<file path="src/rtl/pkt_framer_pkg.sv">
// Shared definitions for the packet trailer framer.
//   DATA_W_DEF  : default payload byte width
//   MAX_LEN_DEF : default maximum payload bytes per packet before forced truncation
//   PKT_CNT_W   : width of the completed-packet counter
//   state_t     : framer FSM states
package pkt_framer_pkg;

   localparam int DATA_W_DEF  = 8;
   localparam int MAX_LEN_DEF = 64;
   localparam int PKT_CNT_W   = 16;

   typedef enum logic [1:0] {
      ST_PAYLOAD = 2'd0,
      ST_LEN     = 2'd1,
      ST_CSUM    = 2'd2
   } state_t;

endpackage

</file>
<file path="src/rtl/pkt_framer_out_reg.sv">
// Single-entry output register slice for the framer's streaming output.
// The slice is free when it is empty or its current beat is being taken this
// cycle. A load is only honoured while free; otherwise data, last and valid hold.
//   clk, reset_n : clock, async active-low reset
//   load         : write load_data/load_last into the slice (only when free)
//   load_data    : beat data to load
//   load_last    : beat last flag to load
//   m_tready     : downstream accepts the current beat
//   m_tdata      : registered output data
//   m_tvalid     : registered output valid
//   m_tlast      : registered output last
//   free         : slice can take a new beat this cycle
module pkt_framer_out_reg #(
   parameter int DATA_W = 8
) (
   input  logic              clk,
   input  logic              reset_n,
   input  logic              load,
   input  logic [DATA_W-1:0] load_data,
   input  logic              load_last,
   input  logic              m_tready,
   output logic [DATA_W-1:0] m_tdata,
   output logic              m_tvalid,
   output logic              m_tlast,
   output logic              free
);

   assign free = !m_tvalid || m_tready;

   always_ff @(posedge clk or negedge reset_n) begin
      if (!reset_n) begin
         m_tdata  <= '0;
         m_tvalid <= 1'b0;
         m_tlast  <= 1'b0;
      end else if (free) begin
         m_tvalid <= load;
         if (load) begin
            m_tdata <= load_data;
            m_tlast <= load_last;
         end
      end
   end

endmodule

</file>
<file path="src/rtl/pkt_trailer_framer.sv">
// Packet trailer framer: forwards payload bytes with one cycle of latency and
// appends a length byte and an 8-bit additive checksum byte (tlast) to every
// packet. Packets reaching MAX_LEN bytes without in_last are cut, flagged with
// a one-cycle oversize_err pulse, and the remaining bytes start a new packet.
//
// state      | meaning
// -----------+-----------------------------------------------------------
// ST_PAYLOAD | accepting payload bytes, accumulating len and sum
// ST_LEN     | waiting for the output slice to take the length byte
// ST_CSUM    | waiting for the output slice to take the checksum (tlast)
//
//   clk, reset_n         : clock, async active-low reset
//   in_data/valid/last   : upstream payload stream
//   in_ready             : upstream beat accepted this cycle
//   m_tdata/tvalid/tlast : framed output stream
//   m_tready             : downstream ready
//   pkt_count            : completed framed packets (wrapping)
//   oversize_err         : one-cycle pulse after a forced truncation
module pkt_trailer_framer
   import pkt_framer_pkg::*;
#(
   parameter int DATA_W  = DATA_W_DEF,
   parameter int MAX_LEN = MAX_LEN_DEF
) (
   input  logic                 clk,
   input  logic                 reset_n,
   input  logic [DATA_W-1:0]    in_data,
   input  logic                 in_valid,
   input  logic                 in_last,
   output logic                 in_ready,
   output logic [DATA_W-1:0]    m_tdata,
   output logic                 m_tvalid,
   output logic                 m_tlast,
   input  logic                 m_tready,
   output logic [PKT_CNT_W-1:0] pkt_count,
   output logic                 oversize_err
);

   localparam logic [7:0] MAX_LEN_B = 8'(MAX_LEN);

   state_t            state;
   logic [7:0]        len;
   logic [7:0]        sum;
   logic [7:0]        len_inc;
   logic              at_max;
   logic              rdy_en;
   logic              free;
   logic              accept;
   logic              load;
   logic [DATA_W-1:0] load_data;
   logic              load_last;

   assign len_inc = len + 8'd1;
   assign at_max  = (len_inc == MAX_LEN_B);

   // rdy_en keeps in_ready low until the first clock edge after reset release
   assign in_ready = rdy_en && (state == ST_PAYLOAD) && free;
   assign accept   = in_valid && in_ready;

   always_comb begin
      load      = 1'b0;
      load_data = '0;
      load_last = 1'b0;
      case (state)
         ST_PAYLOAD: begin
            load      = accept;
            load_data = in_data;
         end
         ST_LEN: begin
            load      = free;
            load_data = DATA_W'(len);
         end
         ST_CSUM: begin
            load      = free;
            load_data = DATA_W'(sum);
            load_last = 1'b1;
         end
         default: ;
      endcase
   end

   always_ff @(posedge clk or negedge reset_n) begin
      if (!reset_n) begin
         state        <= ST_PAYLOAD;
         len          <= 8'd0;
         sum          <= 8'd0;
         oversize_err <= 1'b0;
         rdy_en       <= 1'b0;
      end else begin
         rdy_en       <= 1'b1;
         oversize_err <= 1'b0;
         case (state)
            ST_PAYLOAD: begin
               if (accept) begin
                  len <= len_inc;
                  sum <= sum + 8'(in_data);
                  if (in_last || at_max)
                     state <= ST_LEN;
                  // in_last on the MAX_LEN-th byte is a normal end, not a cut
                  if (at_max && !in_last)
                     oversize_err <= 1'b1;
               end
            end
            ST_LEN: begin
               if (free)
                  state <= ST_CSUM;
            end
            ST_CSUM: begin
               if (free) begin
                  len   <= 8'd0;
                  sum   <= 8'd0;
                  state <= ST_PAYLOAD;
               end
            end
            default: state <= ST_PAYLOAD;
         endcase
      end
   end

   always_ff @(posedge clk or negedge reset_n) begin
      if (!reset_n)
         pkt_count <= '0;
      else if (m_tvalid && m_tready && m_tlast)
         pkt_count <= pkt_count + 1'b1;
   end

   pkt_framer_out_reg #(
      .DATA_W (DATA_W)
   ) u_out_reg (
      .clk       (clk),
      .reset_n   (reset_n),
      .load      (load),
      .load_data (load_data),
      .load_last (load_last),
      .m_tready  (m_tready),
      .m_tdata   (m_tdata),
      .m_tvalid  (m_tvalid),
      .m_tlast   (m_tlast),
      .free      (free)
   );

endmodule

</file>
<file path="config.mk">
export PLATFORM = sky130hd
export DESIGN_NAME = pkt_trailer_framer
export DESIGN_NICKNAME = d
export VERILOG_FILES = /design/src/rtl/pkt_framer_pkg.sv /design/src/rtl/pkt_framer_out_reg.sv /design/src/rtl/pkt_trailer_framer.sv
export SDC_FILE = /design/constraint.sdc
export NUM_CORES = 1
export LEC_CHECK = 0
export CAP_MARGIN = 20
export CORE_MARGIN = 1.5
export CORE_UTILIZATION = 50
export DETAILED_ROUTE_END_ITERATION = 8
export PLACE_DENSITY = 0.81
export SYNTH_ARGS = -nofsm -noshare
export SYNTH_HDL_FRONTEND = slang
export SYNTH_SLANG_ARGS = --single-unit
</file>
<file path="constraint.sdc">
create_clock -name clk -period 5.8 [get_ports clk]
set_clock_uncertainty 0.05 [all_clocks]
set_input_delay 1.16 -clock clk [delete_from_list [all_inputs] [get_ports clk]]
set_output_delay 1.16 -clock clk [all_outputs]
set_load 0.05 [all_outputs]
</file>
==> run_results.csv <==
group,metric,value,unit
placed_design,portBuffers,40,
clock_tree,clock_sinks,46,
finish,drive_above_1_share,0.06738,
logic_synthesis,seq_area_frac_synth,0.4559,
finish,regArea,1151,um2
sta,period_needed,4.005,ns
finish,final_cells,349,
floorplan,die_h,74.06,um
floorplan,initial_core_util,0.5276,
sta,slew_headroom,0.3914,
clock_tree,clk_path_buf_depth,2,
grt,grt_max_degree,47,
drt,via_per_inst,5.822,
finish,fill_cells,397,
pwr,vdd_ir_drop_max,0.3031,mV
floorplan,die_area,5485,um2
placed_design,gp_congestion,0.8560,
sta,hold_violations,0,
critical_path,worstSetupStartpointType,"input port",
grt,grt_pass1_wl,8783,um
logic_synthesis,synthesis.area,2525,um2
drt,ant_nets,0,
clock_tree,post-cts-setup-buffers,0,
clock_tree,cts_max_level,2,
critical_path,crit_chain,"clkdlybuf4s50_1 -> nand2b_1 -> and3_1 -> clkdlybuf4s50_1",
drt,drc,0,
critical_path,r2r_start,"state[1]$_DFFE_PN0P_",
sta,hold_ws,0.4238,ns
drt,wirelength,5399,um
clock_tree,hold_buffers,0,
floorplan,rows,25,
grt,grt-ovfl-total,0,
critical_path,critPathMaxFanout,4,
grt,antenna_found_initial,0,
sta,rsz0062_at_grt,"no",
floorplan,num_io_pins,41,
sta,setup_ws,1.795,ns
drt,drtPass1Iterations,5,
placed_design,place_ws,1.802,ns
logic_synthesis,synth_area_per_cell,10.31,um2
grt,grtUsageTotal,0.2090,
logic_synthesis,async_reset_ff_frac,1.000,
logic_synthesis,syn_nets,274,
critical_path,crit_buf_inv,2,
pwr,p_per_area,469.4,nW/um2
logic_synthesis,synth_top_area_cell,"dfrtp_1",
logic_synthesis,ys_types,48,
logic_synthesis,ys_ff_latch,46,
critical_path,critPathSlowestCell,"clkdlybuf4s50_1",
critical_path,cp.depth,4,
critical_path,path_class,"input port to primary output",
run,maxCapViolCount,0,
placed_design,hpwlAfterDp,3746,um
drt,detail_route.iter0.violations,173,
finish,layout_common_cells,"dfrtp_1 (46), clkdlybuf4s50_1 (39), nand2_1 (19)",
critical_path,worst_ep_required_time,4.59,ns
drt,vias,2032,
clock_tree,cts_tree,"done",
run_status,outcome,"finished, final reports clean",
sta,finalCritPeriodShare,0.6904,
clock_tree,cts_resized,0,
pwr,power.leakage,1.347,nW
finish,n_antenna_cell,0,
critical_path,reg2reg_depth,6,
worst_hold_path,hold_path_class,"flip-flop to flip-flop",
critical_path,cp_top_family,"buffers and inverters",
sta,tightest_slew,0.9080,ns
floorplan,die_w,74.06,um
critical_path,cp_data_arrival_time,2.79,ns
floorplan,core_area,4786,um2
grt,grt_pass1_vias,1860,
sta,fmax,249.7,MHz
logic_synthesis,yosys_warnings,0,
finish,postLayoutCoreUtil,0.6374,
worst_hold_path,min_from,"pkt_count[15]$_DFFE_PN0P_",
clock_tree,root_buffer,"clkbuf_8",
finish,syn2layout_area_growth,20.81,%
logic_synthesis,synth_edf_count,0,
finish,final_common_cell,"dfrtp_1",
logic_synthesis,synth_top_flop_cell,"dfrtp_1",
finish,multi_input_area,1287,um2
worst_hold_path,worstHoldPathCells,1,
critical_path,critPathLaunch,"m_tready",
sta,setup_viol,0,
critical_path,slowest_delay,0.80,ns
clock_tree,clk_pin_slew,0.09,ns
finish,nets,310,
clock_tree,cts_buffers,5,
logic_synthesis,syn_inst,245,
placed_design,dp.cells,340,
logic_synthesis,synth_top_cells_by_area,"dfrtp_1 (46%), ha_1 (7.4%), xnor2_1 (4.2%)",
critical_path,cp-end-kind,"primary output",
critical_path,path_common_cell,"clkdlybuf4s50_1",
logic_synthesis,synth_top_area_share,0.4559,
sta,slew_violations,0,
clock_tree,clock_latency,0.30,ns
sta,fin_tns_setup,0,ns
drt,wl_per_cell,15.47,um
-- Yosys cell counts (all sizes together) (6+ instances only) --
library cell,count
a21oi,12
a222oi,8
a31oi,6
and3,9
buf,7
clkbuf,6
dfrtp,46
ha,15
nand2,19
nand4,11
nor2,16
o21ai,21
xnor2,12
xor2,7
-- logic make-up after synthesis --
logic type	count (synthesis)	synth area share
buf+inv	17	0.03419
mux	5	0.02180
compound gates	64	0.1715
xor+xnor	19	0.06591
simple gates	77	0.1670
fa+ha+maj	16	0.08226
flops	46	0.4559
other cells	1	0.001485
-- worst paths after layout --
kind / endpoint / slack [ns]
setup / recovery: in_ready / 1.80
hold / removal: pkt_count[15]$_DFFE_PN0P_ / 0.42
setup reg to reg: u_out_reg.m_tlast$_DFFE_PN0P_ / 3.13
hold reg to reg: pkt_count[15]$_DFFE_PN0P_ / 0.42
max in group asynchronous: sum[5]$_DFFE_PN0P_ / 4.64
min in group asynchronous: u_out_reg.m_tdata[4]$_DFFE_PN0P_ / 0.62
-- layout make-up --
cell class	instances	area share
Inverter	4	0.004922
Tap cell	67	0.02748
Sequential cell	46	0.3774
Clock inverter	3	0.006973
Timing Repair Buffer	42	0.1386
Clock buffer	5	0.02256
Multi-Input combinational cell	182	0.4221
-- sequential cells by signal, indices dropped and copies added (netlist names) --
signal and cells:
u_out_reg.m_tvalid 1, oversize_err 1, sum 8, u_out_reg.m_tdata 8, len 8, u_out_reg.m_tlast 1, pkt_count 16, state 2
rdy_en 1
-- metal layers --
metal | global-route usage | vias up | share of wire
met2 | 0.3204 | 50 | 0.47
li1 | - | 973 | -
met5 | 0 | - | 0
met4 | 0.06173 | 0 | 0.014
met1 | 0.3073 | 1001 | 0.47
met3 | 0.03252 | 8 | 0.045
-- through the flow --
stage	power, mW	instance area [um2]
6_report	1.432	3050
5_1_grt	1.518	3050
4_1_cts	1.433	3030
3_5_place_dp	1.226	2940
3_3_place_gp	1.207	2940
2_1_floorplan	1.024	2525
-- power breakdown --
part | total (mW) | leakage [nW] | internal [mW] | switching, mW
clock | 0.197 | 0.0441 | 0.0848 | 0.113
sequential | 0.491 | 0.596 | 0.410 | 0.0812
combinational | 0.743 | 0.707 | 0.279 | 0.464
Power figures use the tool's default switching activity.
==> edit 1, RTL diff (same settings) <==
Register the output `pkt_count` once more, with the module's reset; this adds one clock of latency there. The other outputs are not delayed to match.
--- a/src/rtl/pkt_trailer_framer.sv
+++ b/src/rtl/pkt_trailer_framer.sv
@@ -37,6 +37,8 @@
 );
 
    localparam logic [7:0] MAX_LEN_B = 8'(MAX_LEN);
+
+   logic [PKT_CNT_W-1:0] pkt_count_s0;
 
    state_t            state;
    logic [7:0]        len;
@@ -119,9 +121,9 @@
 
    always_ff @(posedge clk or negedge reset_n) begin
       if (!reset_n)
-         pkt_count <= '0;
+         pkt_count_s0 <= '0;
       else if (m_tvalid && m_tready && m_tlast)
-         pkt_count <= pkt_count + 1'b1;
+         pkt_count_s0 <= pkt_count_s0 + 1'b1;
    end
 
    pkt_framer_out_reg #(
@@ -139,5 +141,13 @@
       .free      (free)
    );
 
+   always_ff @(posedge clk or negedge reset_n) begin
+      if (!reset_n) begin
+         pkt_count <= '0;
+      end else begin
+         pkt_count <= pkt_count_s0;
+      end
+   end
+
 endmodule
 
Behaviour: not the same (Yosys sat finds a counterexample within 10 cycles, from zero or initial values and one cycle with reset_n low).
==> edit 1 against the unedited design <==
Cell area grew 16%. Total power is 21% higher. Worst setup slack worse by 0.097 ns. Count of clock-buffer cells in the layout rose by 5. Non-clock buffer count down 1. Sequential power increased by 25%. Area after synthesis rose by 13%. Sequential cell count up 16. Synthesized cell count increased by 4.9%. Wire length grew 9.1%. First-iteration DRC count is 24% lower. Utilization up 0.50 points. Critical endpoint unchanged. Largest cell class is now flip-flops and latches. Highest routed layer unchanged.
==> edit 1: results (changes against the unedited design) <==
metric,value,unit,change
status,"finished, final reports clean",,
multi_input_area_share,35.5,%,-6.7 points
r2r_cells,5,,-1
swShare,40.5,%,-5.5 points
cts_buffers,9,,+4
min_from,pkt_count_s0[15],,
hold-path-cell-count,0,,-1
htreeDepth,3,,+1
slew_headroom,41.5,%,+2.4 points
buf_share,11.4,%,-2.5 points
vias,2152,,+5.9%
place_congestion,0.854,,-0.28%
dp_cells,363,,+6.8%
hpwl,3910,µm,+4.3%
first_iter_violations,132,,-24%
syn_inst,257,,+4.9%
grt_usage,21.3,%,+0.40 points
ys_top_cells_by_count,"dfrtp_1 (62), nand2_1 (25), nor2_1 (21)",,
grt_pass1_wl,10000,µm,+14%
ys_types,44,,-8.3%
nNonClkBuffers,41,,-2.4%
arrival,2.89,ns,+0.10 ns
n_clock_buffer,10,,+5
grt_pass1_vias,2086,,+12%
timing.hold.ws,0.370,ns,-0.0536 ns
ys_seq_area_share,54.3,%,+8.7 points
clk_pin_slew_worst_paths,0.06,ns,-0.03 ns
wl_per_cell,15.5,µm,+0.49%
worstSkewPairLatency,0.33,ns,+0.03 ns
nets,331,,+6.8%
placed_cell_area,3320,µm²,+13%
final_cell_count_no_fill,379,,+8.6%
seq_area_share,43.9,%,+6.1 points
-- edit 1: cell families (layout without fill, tap and decap cells) --
kind of cell,after synthesis,in the layout,synth area share [%]
and+or+nand+nor,82,82,15.0
AOI/OAI and AO/OA,57,57,13.3
DFF,62,62,54.3
xor gates and xnor gates,22,22,6.74
adders and majority gates,16,16,7.27
buffers and inverters,13,63,1.75
other,1,1,0.131
muxes,4,4,1.53
-- edit 1: power by group through the flow --
stage          sequential [mW]  combinational (mW)  clock [mW]
4_1_cts                  0.613               0.710       0.414
5_1_grt                  0.627               0.767       0.440
3_3_place_gp             0.613               0.682           0
6_report                 0.614               0.706       0.410
3_5_place_dp             0.617               0.705           0
2_1_floorplan            0.757               0.354           0
-- edit 1: per-layer routing --
layer  wire length [µm]  vias up  global-route usage [%]
met4                 58        0                    6.96
met1               2460     1063                    26.7
li1                   -     1008                       -
met2               3000       73                    34.5
met5                  0        -                       0
met3                368        8                    7.33
==> edit 2, RTL diff (config.mk and constraints unchanged) <==
Made on the original files. Change the package constant `DATA_W_DEF` from 8 to 7.
--- a/src/rtl/pkt_framer_pkg.sv
+++ b/src/rtl/pkt_framer_pkg.sv
@@ -5,7 +5,7 @@
 //   state_t     : framer FSM states
 package pkt_framer_pkg;
 
-   localparam int DATA_W_DEF  = 8;
+   localparam int DATA_W_DEF  = 7;
    localparam int MAX_LEN_DEF = 64;
    localparam int PKT_CNT_W   = 16;
 
Interface: changed (resized in_data and m_tdata); port bits go from 41 to 39. The function was not compared with the original's and may differ.
==> edit 2 against the unedited design <==
Sequential share of layout area down 0.43 points. Sequential power down 4.7%. Global-route usage up 0.40 points. Cell area down 3.2%. Critical endpoint unchanged. Total power down 2.6%. Wire length down 1.6%. Worst setup slack worse by 0.047 ns. Register-to-register slack worse by 0.09 ns. Clock power up 25%. Sequential cell count down 2. Worst hold slack better by 0.0035 ns. Count of clock-buffer cells in the layout up 1. Area after synthesis down 3.8%.
==> edit 2: results (changes against the unedited design) <==
metric,value,unit,change
synth_nets,268,,-2.2%
rr_startpoint,state[0],,
internal-power,782,µW,+1.0%
grt_usage,21.3,%,+0.40 points
place_congestion,0.802,,-6.3%
wirelength,5320,µm,-1.6%
timing.hold.ws,0.427,ns,+0.00354 ns
regToRegSetupSlack,3.04,ns,-0.09 ns
grt_pass1_vias,1923,,+3.4%
status,"finished, final reports clean",,
leakagePower,1.30,nW,-3.1%
r2r_cells,7,,+1
cp_max_fo,5,,+1
post_drt_via_cell_ratio,6.03,,+3.5%
ys_types,50,,+4.2%
first_iter_violations,135,,-22%
grt_max_degree,45,,-4.3%
fillCellCount,368,,-7.3%
first_pass_iters,4,,-1
grt_pass1_wl,8860,µm,+0.87%
ys_seq_area_share,45.3,%,-0.25 points
vdd_drop_max,0.149,mV,-51%
dp_slack,1.75,ns,-0.0476 ns
r2r_end,sum[6],,
arrival,2.84,ns,+0.05 ns
edit 2: cell type report:
| cell class | instances | area (µm²) | area share (%) |
|---|---|---|---|
| multi-input combinational | 175 | 1220 | 41.2 |
| sequential | 44 | 1100 | 37.3 |
| timing repair buffer | 40 | 403 | 13.6 |
| clock buffer | 6 | 82.6 | 2.80 |
| tap | 54 | 67.6 | 2.29 |
| inverter | 11 | 41.3 | 1.40 |
| clock inverter | 2 | 38.8 | 1.31 |
edit 2: per-stage QoR:
| stage | instances | instance area [µm²] |
|---|---|---|
| 3_5_place_dp | 323 | 2810 |
| 6_report | 332 | 2950 |
| 3_3_place_gp | 323 | 2810 |
| 4_1_cts | 331 | 2930 |
| 5_1_grt | 332 | 2950 |
| 2_1_floorplan | 241 | 2430 |
edit 2: power groups by stage:
stage          logic (mW)  clock network [mW]  registers (mW)
6_report            0.680               0.246           0.468
5_1_grt             0.738               0.264           0.480
4_1_cts             0.679               0.253           0.466
3_5_place_dp        0.670                   0           0.472
3_3_place_gp        0.653                   0           0.466
2_1_floorplan       0.342                   0           0.601
edit 2: logic make-up (layout without fill, tap and decap cells):
kind of cell	Yosys count	in the layout	synth area share [%]
xor+xnor	16	16	5.77
compound gates	63	63	18.1
simple gates	77	77	16.7
fa+ha+maj	15	15	8.04
flops	44	44	45.3
other cells	1	1	0.154
buf+inv	22	59	4.53
mux	3	3	1.34
edit 2: routing by layer:
metal  vias to the layer above  global-route usage, %  share of wire [%]
met5                         -                      0                  0
met1                       980                   28.1                 43
met4                         0                   5.45                1.1
li1                        951                      -                  -
met2                        64                   36.1                 50
met3                         6                   4.01                5.4
